==> src/rtl/sram_rr_arbiter.sv <==
`default_nettype none
// ============================================================================
//  Module      : sram_rr_arbiter
//  Description : Two-port round-robin arbiter in front of a single-port SRAM
//                (OpenRAM-style active-low csb0/web0 interface). Grants are
//                combinational. The SRAM command is registered. Read data
//                returns on a shared rdata bus with a per-port rvalid strobe
//                three cycles after the grant.
//  Ports       : clk, rst                 - clock, synchronous active-high reset
//                a_* / b_*                - requester ports (req, we, addr, wdata)
//                a_gnt / b_gnt            - combinational accept strobes
//                a_rvalid / b_rvalid      - read-data-valid strobes
//                rdata                    - shared registered read data
//                csb0, web0, addr0, din0  - registered SRAM command
//                dout0                    - SRAM read data
//  Revision    : 1.0 - initial release
// ============================================================================
module sram_rr_arbiter #(
    parameter int DATA_WIDTH = 150,
    parameter int ADDR_WIDTH = 9
) (
    input  logic                  clk,
    input  logic                  rst,
    input  logic                  a_req,
    input  logic                  a_we,
    input  logic [ADDR_WIDTH-1:0] a_addr,
    input  logic [DATA_WIDTH-1:0] a_wdata,
    input  logic                  b_req,
    input  logic                  b_we,
    input  logic [ADDR_WIDTH-1:0] b_addr,
    input  logic [DATA_WIDTH-1:0] b_wdata,
    output logic                  a_gnt,
    output logic                  b_gnt,
    output logic                  a_rvalid,
    output logic                  b_rvalid,
    output logic [DATA_WIDTH-1:0] rdata,
    output logic                  csb0,
    output logic                  web0,
    output logic [ADDR_WIDTH-1:0] addr0,
    output logic [DATA_WIDTH-1:0] din0,
    input  logic [DATA_WIDTH-1:0] dout0
);

    localparam logic c_PTR_A = 1'b0;
    localparam logic c_PTR_B = 1'b1;

    logic                  r_ptr;
    logic                  w_a_gnt;
    logic                  w_b_gnt;
    logic                  w_any;
    logic                  w_we;
    logic [ADDR_WIDTH-1:0] w_addr;
    logic [DATA_WIDTH-1:0] w_wdata;

    logic                  r_csb0;
    logic                  r_web0;
    logic [ADDR_WIDTH-1:0] r_addr0;
    logic [DATA_WIDTH-1:0] r_din0;

    // In-flight read tracker: index 0 = command registered, 1 = SRAM captured
    logic [1:0]            r_rd_vld;
    logic [1:0]            r_rd_port;   // 0 = A, 1 = B
    logic                  r_a_rvalid;
    logic                  r_b_rvalid;
    logic [DATA_WIDTH-1:0] r_rdata;

    // Grant selection; the pointer only matters when both ports request.
    // Grants are forced low during reset so no transaction is accepted.
    always_comb begin
        w_a_gnt = 1'b0;
        w_b_gnt = 1'b0;
        if (!rst) begin
            if (a_req && b_req) begin
                w_a_gnt = (r_ptr == c_PTR_A);
                w_b_gnt = (r_ptr == c_PTR_B);
            end else begin
                w_a_gnt = a_req;
                w_b_gnt = b_req;
            end
        end
    end

    assign w_any   = w_a_gnt | w_b_gnt;
    assign w_we    = w_b_gnt ? b_we    : a_we;
    assign w_addr  = w_b_gnt ? b_addr  : a_addr;
    assign w_wdata = w_b_gnt ? b_wdata : a_wdata;

    // Round-robin pointer: after a grant, favour the other port
    always_ff @(posedge clk) begin
        if (rst) begin
            r_ptr <= c_PTR_A;
        end else if (w_a_gnt) begin
            r_ptr <= c_PTR_B;
        end else if (w_b_gnt) begin
            r_ptr <= c_PTR_A;
        end
    end

    // Registered SRAM command; address/data hold when idle
    always_ff @(posedge clk) begin
        if (rst) begin
            r_csb0  <= 1'b1;
            r_web0  <= 1'b1;
            r_addr0 <= '0;
            r_din0  <= '0;
        end else if (w_any) begin
            r_csb0  <= 1'b0;
            r_web0  <= ~w_we;
            r_addr0 <= w_addr;
            if (w_we) begin
                r_din0 <= w_wdata;
            end
        end else begin
            r_csb0  <= 1'b1;
            r_web0  <= 1'b1;
        end
    end

    // Read return path: grant N -> SRAM capture end N+1 -> rdata end N+2,
    // so rvalid is visible in cycle N+3.
    always_ff @(posedge clk) begin
        if (rst) begin
            r_rd_vld   <= 2'b00;
            r_rd_port  <= 2'b00;
            r_a_rvalid <= 1'b0;
            r_b_rvalid <= 1'b0;
            r_rdata    <= '0;
        end else begin
            r_rd_vld   <= {r_rd_vld[0], w_any & ~w_we};
            r_rd_port  <= {r_rd_port[0], w_b_gnt};
            r_a_rvalid <= r_rd_vld[1] & ~r_rd_port[1];
            r_b_rvalid <= r_rd_vld[1] &  r_rd_port[1];
            if (r_rd_vld[1]) begin
                r_rdata <= dout0;
            end
        end
    end

    assign a_gnt    = w_a_gnt;
    assign b_gnt    = w_b_gnt;
    assign a_rvalid = r_a_rvalid;
    assign b_rvalid = r_b_rvalid;
    assign rdata    = r_rdata;
    assign csb0     = r_csb0;
    assign web0     = r_web0;
    assign addr0    = r_addr0;
    assign din0     = r_din0;

endmodule
`default_nettype wire

==> config.mk <==
export PLATFORM = sky130hd
export DESIGN_NAME = sram_rr_arbiter
export DESIGN_NICKNAME = d
export VERILOG_FILES = /design/src/rtl/sram_rr_arbiter.sv
export SDC_FILE = /design/constraint.sdc
export NUM_CORES = 1
export LEC_CHECK = 0
export CORE_AREA = 8 8 297 299
export DETAILED_ROUTE_END_ITERATION = 8
export DIE_AREA = 0 0 305 307
export GPL_ROUTABILITY_DRIVEN = 0
export PLACE_DENSITY = 0.4
export SETUP_SLACK_MARGIN = 0.15
export SLEW_MARGIN = 20
export SYNTH_ARGS = -nofsm -noshare
export SYNTH_HDL_FRONTEND = slang
export SYNTH_SLANG_ARGS = --single-unit
==> constraint.sdc <==
create_clock -name clk -period 1.7 [get_ports clk]
set_input_delay 0.425 -clock clk [delete_from_list [all_inputs] [get_ports clk]]
set_output_delay 0.425 -clock clk [all_outputs]
set_load 0.02 [all_outputs]
== After elaboration in Yosys (flattened, before gate mapping) ==
Index checks and enable logic that the tools add are counted.
Word-level totals
  flip-flop bits (word level): 318
  bits in latches: 0
  memory bits (writable): 0
  memory bits (read-only): 0
  input port bits: 474
  memories: 0
Operators by class
  add/sub/neg operators: 0
  $mul: 0
  divide/modulo/power cells: 0
  order comparisons: 0
  equal/unequal tests: 0
  shifts and indexed selects: 0
  multiplexer cells: 10
  bitwise gates (word level): 8
  reductions and logical operators: 4
Operator list (count)
  150-bit 2-to-1 mux: 1
  9-bit 2-to-1 mux: 1
  1-bit 2-to-1 mux: 8
  1-bit NOT: 4
  1-bit AND: 3
  2-bit AND reduction: 1
  2-bit nonzero test: 1
  2-bit OR reduction: 1
  1-bit logical AND: 1
  1-bit bitwise OR: 1

== Longest topological paths before layout ==
Gate-level depths: netlist of the first run.
  word-level depth: 6
  mapped depth: 7

== Least setup slack after synthesis of the first run ==
Ideal clock, no wire load.
  path kind: input to output
  start point: input port rst
  end point: output port b_gnt
  data arrival time: 1.319 ns
  required time: 1.275 ns
  setup slack: -0.044 ns
  cell stages on the path: 6
  cell sequence: buf_2 nand3b_1 buf_4 buf_6 buf_4 inv_1
Between the ends
  word-level cells in the longest chain between the ends: 1
RTL lines
  from (decl): RTL line 23  | input logic rst,
  1-bit 2-to-1 mux: RTL line 72  | if (!rst) begin
  to (decl): RTL line 33  | output logic b_gnt,
No other way between the ends.

== Final worst setup path of the first run ==
  start point: register r_ptr
  end point: output port b_gnt
Between the ends
  word-level cells in the longest chain between the ends: 2
RTL lines
  from (decl): RTL line 47  | logic r_ptr;
  from (signal assigned): RTL line 91  | r_ptr <= c_PTR_A;
  from (signal assigned): RTL line 93  | r_ptr <= c_PTR_B;
  from (signal assigned): RTL line 95  | r_ptr <= c_PTR_A;
  1-bit 2-to-1 mux: RTL line 73  | if (a_req && b_req) begin
  1-bit 2-to-1 mux: RTL line 72
No other way between the ends.

==> run_results.csv, run 1 <==
group,metric,value,unit
outcome,status,"finished, violations left",
outcome,failed_checks,"setup timing",
sta,max_freq,547.8,MHz
floorplan,fp.dieH,307,µm
synth,synth_area_per_cell,11.56,µm²
flow_run,maxCapViolCount,0,
final_layout,seqCellArea,6444,µm²
global_route,grtUsageTotal,12.68,%
cts,cts_tree,"built",
synth,synthCells,1053,
final_layout,final_common_cell,"clkdlybuf4s50_1",
final_layout,areaGrowthSynthToFinish,92.14,%
detailed_routing,drt-total-wl,64830,µm
floorplan,die_w,305,µm
sta,fin_crit,1.826,ns
sta,worst_slew_pin_slew,0.7879,ns
worst_setup_path,cp-end-kind,"output port",
sta,setup_viol,100,
cts,clock_tree.root_cell,"clkbuf_16",
synth,ys_seq_area_share,52.28,%
global_route,grt.overflow.total,0,
detailed_routing,drc,0,
sta,fin_crit_sh,107.4,%
pwr,p_leak,0.009886,µW
synth,yosysUniqueCellTypes,25,
detailed_routing,ant_nets,0,
cts,cts_hold_buf,0,
cts,clock-sinks,318,
detailed_routing,dr.pass1.iters,4,
worst_setup_path,worstPathArrival,1.40,ns
sta,rsz0062_at_grt,"true",
sta,hold_slack,0.3392,ns
detailed_routing,via_per_inst,3.778,
sta,clock_skew,0.02034,ns
placed_design,io_buffers,788,
pwr,power.switching,5723,µW
cts,clk_pin_slew_worst_paths,0.06,ns
floorplan,dieArea,93640,µm²
synth,yosys.area.top_type_share,52.28,%
final_layout,drive_above_1_share,31.03,%
pwr,comb_power_share,19.1,%
placed_design,hpwl,48730,µm
final_layout,nNetsFinal,2362,
global_route,grt_pass1_wl,89000,µm
detailed_routing,post_drt_wl_per_cell,21.57,µm
pwr,swShare,26.58,%
sta,relSlewSlack,47.47,%
worst_setup_path,worstSetupStartpointType,"register",
worst_setup_path,cp.required,1.27,ns
floorplan,start_util,14.64,%
placed_design,dp.cells,2884,
global_route,grt_max_degree,101,
pwr,irDropWorstVdd,0.5597,mV
worst_hold_path,holdPathStages,3,
sta,timing.setup.tns,-3.484,ns
cts,cts_buffer_depth,3,
final_layout,final_cell_mix,"470 x clkdlybuf4s50_1, 270 x mux2i_1, 264 x dfxtp_1",
synth,synth_area,12180,µm²
worst_hold_path,hold_class,"input port to register",
cts,htreeDepth,2,
pwr,internal-power,15810,µW
cts,numCtsBuffers,44,
pwr,clockPowerShare,43.1,%
floorplan,core_area,83160,µm²
final_layout,n_fill_cell,8737,
synth,syn_nets,1527,
global_route,grt_pass1_vias,12155,
global_route,antenna_found_initial,9,
floorplan,io_pins,789,
detailed_routing,dr_total_vias,11358,
final_layout,multi_input_area,5558,µm²
synth,yosysWarnings,0,
worst_setup_path,reg2regPathDepth,9,
sta,final-max-slew-violation-count,0,
worst_setup_path,critPathKind,"register to output port",
sta,setup_ws,-0.1256,ns
sta,hold_viol,0,
detailed_routing,drt_iter0_markers,419,
pwr,seq_power_share,37.8,%
pwr,power_density,920.3,nW/µm²
final_layout,final_cells,3006,
synth,synth.area.top_cells,"dfxtp_1 52%, mux2i_1 25%, o2bb2ai_1 10%, nor2_1 4.7%, buf_2 1.7%",
synth,yosysTopAreaCell,"dfxtp_1",
floorplan,num_rows,106,
worst_setup_path,critPathMaxFanout,3,
placed_design,dp_slack,-0.8417,ns
synth,synth-seq-cells,318,
cts,clk_latency,0.57,ns
## kinds of logic (layout without fill, tap and decap cells)
kind of cell | Yosys count | after routing | share of synthesized area [%]
buffers and inverters | 91 | 959 | 4.347
DFF | 318 | 318 | 52.28
and+or+nand+nor | 172 | 172 | 5.960
AOI/OAI and AO/OA | 162 | 162 | 11.92
other | 0 | 5 | 0
muxes | 310 | 310 | 25.49
## state kept, by name, indices dropped and copies added (netlist names)
| signal | count |
|---|---|
| din0 | 150 |
| rdata | 150 |
| addr0 | 9 |
| r_rd_port | 2 |
| r_rd_vld | 2 |
| a_rvalid | 1 |
| b_rvalid | 1 |
| csb0 | 1 |
| r_ptr | 1 |
| web0 | 1 |
## repair_timing
item	CTS	global route
setup buffers	8	9
resized for setup	1594	198
cloned	7	14
endpoints found under the setup margin	472	265
pin swaps	3	12
## final timing paths
path	slack, ns	start	end
max reg2reg	-0.09	r_ptr$_SDFFE_PP0P_	din0[9]$_SDFFE_PP0P_
max	-0.13	r_ptr$_SDFFE_PP0P_	b_gnt
min	0.34	rst	addr0[8]$_SDFFE_PP0P_
min reg2reg	0.41	r_rd_port[1]$_SDFF_PP0_	a_rvalid$_SDFF_PP0_
## cells in the mapped netlist
cell type	instances
o21ai_0	8
mux2i_1	309
inv_1	2
nand3b_1	9
and3b_1	1
or2_2	1
mux2_1	1
nor2_4	1
nor2_1	151
a32o_2	1
dfxtp_1	318
a21oi_1	1
nand2b_1	3
a21boi_2	1
buf_1	6
a211oi_1	1
nand2b_4	1
nor2b_1	4
buf_2	42
nor3b_1	1
buf_4	12
buf_6	12
o2bb2ai_2	10
clkbuf_1	17
o2bb2ai_1	140
## per-layer routing
layer / wire (µm) / track usage [%] / vias up
met2: 33910 / 23.44 / 479
li1: - / - / 5485
met4: 1227 / 3.012 / 4
met5: 27 / 0 / -
met1: 23420 / 12.91 / 5315
met3: 6245 / 5.882 / 75
## area by class of cell
type,count,area share [%]
inverter,2,0.05348
clock inverter,10,0.2995
clock buffer,69,5.979
timing repair buffer,878,36.54
multi-input combinational,644,23.76
tap,1080,5.776
antenna,5,0.05348
sequential,318,27.54
## metrics by stage
step	power, µW	util, %	instance area (µm²)
finish	21530	28.13	23400
global route	22560	28.13	23390
CTS	21740	26.91	22380
detailed placement	12200	25.88	21520
global placement	12200	25.88	21520
floorplan	9739	-	12200
## power groups by stage
stage	Sequential [µW]	Combinational (µW)	Clock, µW
CTS	8120	3900	9720
global route	8180	4360	10000
global placement	8260	3940	0
detailed placement	8260	3940	0
finish	8140	4110	9280
floorplan	8710	1030	0
## critical path, stage by stage (launching register included)
cell and delay [ns]:
dfxtp_2 0.33, nand2b_4 0.14, nand3b_1 0.17, clkinv_4 0.06, buf_6 0.13
Power figures use the tool's default switching activity.
==> run 2, diff against run 1 <==
Settings changed: CTS_BUF_LIST set to sky130_fd_sc_hd__clkbuf_16, PLACE_DENSITY 0.4 to 0.37.
==> run 2 against run 1 <==
The run still ends with setup timing left; clock-buffer cell count shrank 24; core utilization is 2.2 points higher; setup slack better by 0.0033 ns; critical path type is now register to register; final cell count up 1.6%; total power down 0.11%; clock skew is 0.010 ns lower; critical endpoint is now din0[71]$_SDFFE_PP0P_; largest power group unchanged.
==> run_results.csv, run 2 (synthesis gave the netlist of run 1 again) <==
group,metric,value,unit
sta,worst_slew_pin_slew,0.7228,ns
cts,cts_buffer_depth,3,
final_layout,final_cell_mix,"470 x clkdlybuf4s50_1, 275 x dfxtp_1, 253 x mux2i_1",
global_route,grt.overflow.total,0,
placed_design,dp_slack,-0.7464,ns
final_layout,final_cells,3055,
global_route,grt_pass1_vias,12440,
cts,clock-sinks,318,
worst_setup_path,timing.rr.start,"r_ptr$_SDFFE_PP0P_",
global_route,antenna_found_initial,8,
final_layout,final_common_cell,"clkdlybuf4s50_1",
detailed_routing,drt-total-wl,69190,µm
floorplan,dieArea,93640,µm²
worst_hold_path,worstHoldStart,"rst",
detailed_routing,drt_iter0_markers,383,
global_route,grt_max_degree,102,
detailed_routing,dr_total_vias,11652,
worst_setup_path,critPathKind,"register to register",
floorplan,die_w,305,µm
detailed_routing,via_per_inst,3.814,
global_route,grtUsageTotal,12.95,%
sta,clock_skew,0.009836,ns
placed_design,io_buffers,788,
final_layout,nNetsFinal,2415,
sta,timing.setup.tns,-3.868,ns
placed_design,dp.cells,2901,
floorplan,core_area,83160,µm²
sta,setup_ws,-0.1223,ns
sta,rsz0062_at_grt,"true",
worst_setup_path,worstSetupStartpointType,"register",
sta,final-max-slew-violation-count,0,
sta,hold_viol,0,
sta,fin_crit,1.822,ns
worst_setup_path,critPathMaxFanout,5,
cts,cts_hold_buf,0,
pwr,finalPower,21510,µW
final_layout,areaGrowthSynthToFinish,107.4,%
sta,relSlewSlack,51.81,%
pwr,power_density,851.8,nW/µm²
sta,setup_viol,89,
floorplan,num_rows,106,
cts,cts_tree,"built",
pwr,irDropWorstVdd,0.5666,mV
flow_run,maxCapViolCount,0,
floorplan,fp.dieH,307,µm
sta,fin_crit_sh,107.2,%
floorplan,start_util,14.64,%
global_route,grt_pass1_wl,90420,µm
detailed_routing,ant_nets,0,
floorplan,io_pins,789,
cts,clk_latency,0.55,ns
final_layout,n_fill_cell,8614,
worst_setup_path,cp-end-kind,"register",
detailed_routing,dr.pass1.iters,4,
worst_hold_path,hold_class,"input port to register",
cts,numCtsBuffers,43,
placed_design,hpwl,49880,µm
cts,htreeDepth,2,
outcome,status,"finished, violations left",
final_layout,drive_above_1_share,38.57,%
detailed_routing,drc,0,
worst_setup_path,worstPathArrival,2.25,ns
worst_setup_path,cp.required,2.13,ns
detailed_routing,post_drt_wl_per_cell,22.65,µm
outcome,failed_checks,"setup timing",
sta,hold_slack,0.2617,ns
cts,clk_pin_slew_worst_paths,0.05,ns
cts,clock_tree.root_cell,"clkbuf_16",
pwr,p_leak,0.01054,µW
sta,max_freq,548.8,MHz
worst_setup_path,startpoint,"r_ptr$_SDFFE_PP0P_",
## run 2: through the flow
stage	area, µm²	utilization, %
2_1_floorplan	12200	-
3_3_place_gp	21740	26.15
3_5_place_dp	21740	26.15
4_1_cts	22670	27.26
5_1_grt	25240	30.36
6_report	25250	30.36
## run 2: final timing paths
check / to / slack, ns / cells after the start
max: din0[71]$_SDFFE_PP0P_ / -0.12 / 11
min: r_ptr$_SDFFE_PP0P_ / 0.26 / 3
max reg2reg: din0[71]$_SDFFE_PP0P_ / -0.12 / 11
min reg2reg: a_rvalid$_SDFF_PP0_ / 0.42 / 1
## run 2: routing by layer
layer / track usage [%] / share of wire (%) / vias to the layer above
met4: 3.365 / 2.0 / 2
met3: 5.456 / 8.8 / 78
met2: 24.63 / 53 / 467
li1: - / - / 5598
met5: 0 / 0.013 / -
met1: 12.86 / 36 / 5507
## run 2: where the power goes
group          internal [µW]  leakage, µW  switching [µW]
sequential              7880      0.00262             292
clock                   4880     0.000664            3590
combinational           2740      0.00726            2130
total                  15500       0.0105            6010
## run 2: final cells by class
type / count / area, µm² / share of cell area, %
multi-input cells: 644 / 6655 / 26.36
inverters: 2 / 12.51 / 0.04955
flip-flops and latches: 318 / 6430 / 25.47
diodes: 7 / 17.52 / 0.06938
well taps: 1080 / 1351 / 5.352
clock inverters: 27 / 147.6 / 0.5847
clock buffers: 45 / 1126 / 4.460
repair buffers: 932 / 9509 / 37.66
## run 2: what timing repair did
item / 4_1_cts / 5_1_grt
setup buffers: 16 / 19
resized for setup: 1608 / 396
setup endpoints to repair: 475 / 223
pin swaps: 5 / 57
gates cloned: 13 / 27
## run 2: worst max-delay path, cell delays in order, from the launching register on
cell,delay (ns)
dfxtp_2,0.33
nand2b_4,0.14
buf_6,0.11
a32o_2,0.28
buf_6,0.13
nand2b_4,0.07
buf_12,0.13
buf_6,0.10
buf_12,0.11
buf_12,0.10
buf_12,0.12
o2bb2ai_2,0.05
==> variant: new RTL, config.mk and constraints of run 2 <==
Make the reset (`rst`) asynchronous in 3 clocked blocks. Comments in the files are not updated.
--- a/src/rtl/sram_rr_arbiter.sv
+++ b/src/rtl/sram_rr_arbiter.sv
@@ -86,7 +86,7 @@
     assign w_wdata = w_b_gnt ? b_wdata : a_wdata;
 
     // Round-robin pointer: after a grant, favour the other port
-    always_ff @(posedge clk) begin
+    always_ff @(posedge clk or posedge rst) begin
         if (rst) begin
             r_ptr <= c_PTR_A;
         end else if (w_a_gnt) begin
@@ -97,7 +97,7 @@
     end
 
     // Registered SRAM command; address/data hold when idle
-    always_ff @(posedge clk) begin
+    always_ff @(posedge clk or posedge rst) begin
         if (rst) begin
             r_csb0  <= 1'b1;
             r_web0  <= 1'b1;
@@ -118,7 +118,7 @@
 
     // Read return path: grant N -> SRAM capture end N+1 -> rdata end N+2,
     // so rvalid is visible in cycle N+3.
-    always_ff @(posedge clk) begin
+    always_ff @(posedge clk or posedge rst) begin
         if (rst) begin
             r_rd_vld   <= 2'b00;
             r_rd_port  <= 2'b00;
Function: differs if rst is asserted again (counterexample within 4 cycles, from zero or initial values and one cycle with rst high); with rst held inactive, the same outputs for 4 cycles.
==> variant against run 2 <==
The run still ends with negative setup slack left. Critical path depth is 3 lower. Sequential cell count stayed put. Final area is 7.8% higher. Hold slack worse by 180 ps. Global-route usage is 0.66 points higher. Via count is 5.5% lower. Synthesized cell count is 18% lower. Area after synthesis is 12% higher. Wire length is 0.80% lower. Critical endpoint is now din0[17]$_DFFE_PP0P_. Worst setup slack worse by 130 ps. Highest routed layer unchanged.
Power is not compared: it rests on default switching activity, and its combinational part moved more than twofold at a synthesized area within 25%.
==> variant: results (changes against run 2) <==
Slew HR 0.574 (was 0.518); nets 2276 (was 2415); met1 usage 0.134 (was 0.129); FFs w/ async S/R, synth 1.00 (was 0); Inst Count DP 2737 (was 2901); initial antenna violation count 9 (was 8); worst r2r path cells 8 (was 11); drt via density 3.77 (was 3.81); global-route wire length before repair 93600 um (was 90400 um); critical path's top delay family multiplexers (was buffers and inverters); routed len/inst 23.5 um (was 22.6 um); TritonCTS buffer count 45 (was 43); GR met2 Demand/Resource 0.260 (was 0.246); top cells by count, synth 451 x mux2_2, 316 x dfrtp_1, 19 x buf_4 (was 318 x dfxtp_1, 309 x mux2i_1, 151 x nor2_1); Final Setup Violations 155 (was 89); Synth area leaders dfrtp_1 58%, mux2_2 37%, buf_4 1.0% (was dfxtp_1 52%, mux2i_1 25%, o2bb2ai_1 10%); Cell Area, Placed 23400 um2 (was 21700 um2); setup_tns -29470 ps (was -3870 ps); number of global-route vias before repair 12347 (was 12440); gr usage total 0.136 (was 0.129); slowest CP cell dfrtp_1 (was dfxtp_2); Critical Path Max Stage Delay 390 ps (was 330 ps); r2r endpoint din0[17]$_DFFE_PP0P_ (was din0[71]$_SDFFE_PP0P_); status finished, violations left (unchanged); Mapped Avg Cell Area 15.8 um2 (was 11.6 um2); worst-path fanout max 6 (was 5); share of cells above drive strength 1 0.550 (was 0.386); crit path DAT 2390 ps (was 2250 ps); worst min path class in -> async (was in -> reg); met1 WL 23800 um (was 24700 um); final worst slack -254 ps (was -122 ps); FILL cells 8236 (was 8614); Routed WL 68600 um (was 69200 um); worst r2r src r_ptr$_DFFE_PP0P_ (was r_ptr$_SDFFE_PP0P_); Fin Clk Skew 15.0 ps (was 9.84 ps); synth unique cells 21 (was 25); failing checks negative setup slack (unchanged); met3 Use GR 0.0539 (was 0.0546); Core Util, Final 0.327 (was 0.304); largest net degree at the start of global routing 92 (was 102); Final Hold Slack 84.6 ps (was 262 ps); post-detail-place hpwl 52800 um (was 49900 um)
[variant: cell types whose count changed after synthesis, moves of 10 or more]
cell / run 2 / this run
dfrtp_1: 0 / 316
dfxtp_1: 318 / 0
o2bb2ai_2: 10 / 0
buf_2: 42 / 15
mux2_2: 0 / 451
nor2_1: 151 / 1
mux2i_1: 309 / 9
nand2_1: 0 / 10
o2bb2ai_1: 140 / 0
[variant: cell type report]
| class | instances | share of cell area |
|---|---|---|
| Clock inverter | 34 | 0.00874 |
| Inverter | 2 | 0.000506 |
| Antenna cell | 7 | 0.000644 |
| Clock buffer | 45 | 0.0414 |
| Multi-Input combinational cell | 489 | 0.222 |
| Timing Repair Buffer | 946 | 0.384 |
| Tap cell | 1080 | 0.0497 |
| Sequential cell | 318 | 0.293 |
[variant: what timing repair did]
item,in CTS,in global routing
buffers inserted,35,45
setup endpoints to repair,681,475
cloned,3,15
hold buffers,0,0
pin swaps,3,3
resized for setup,1593,618
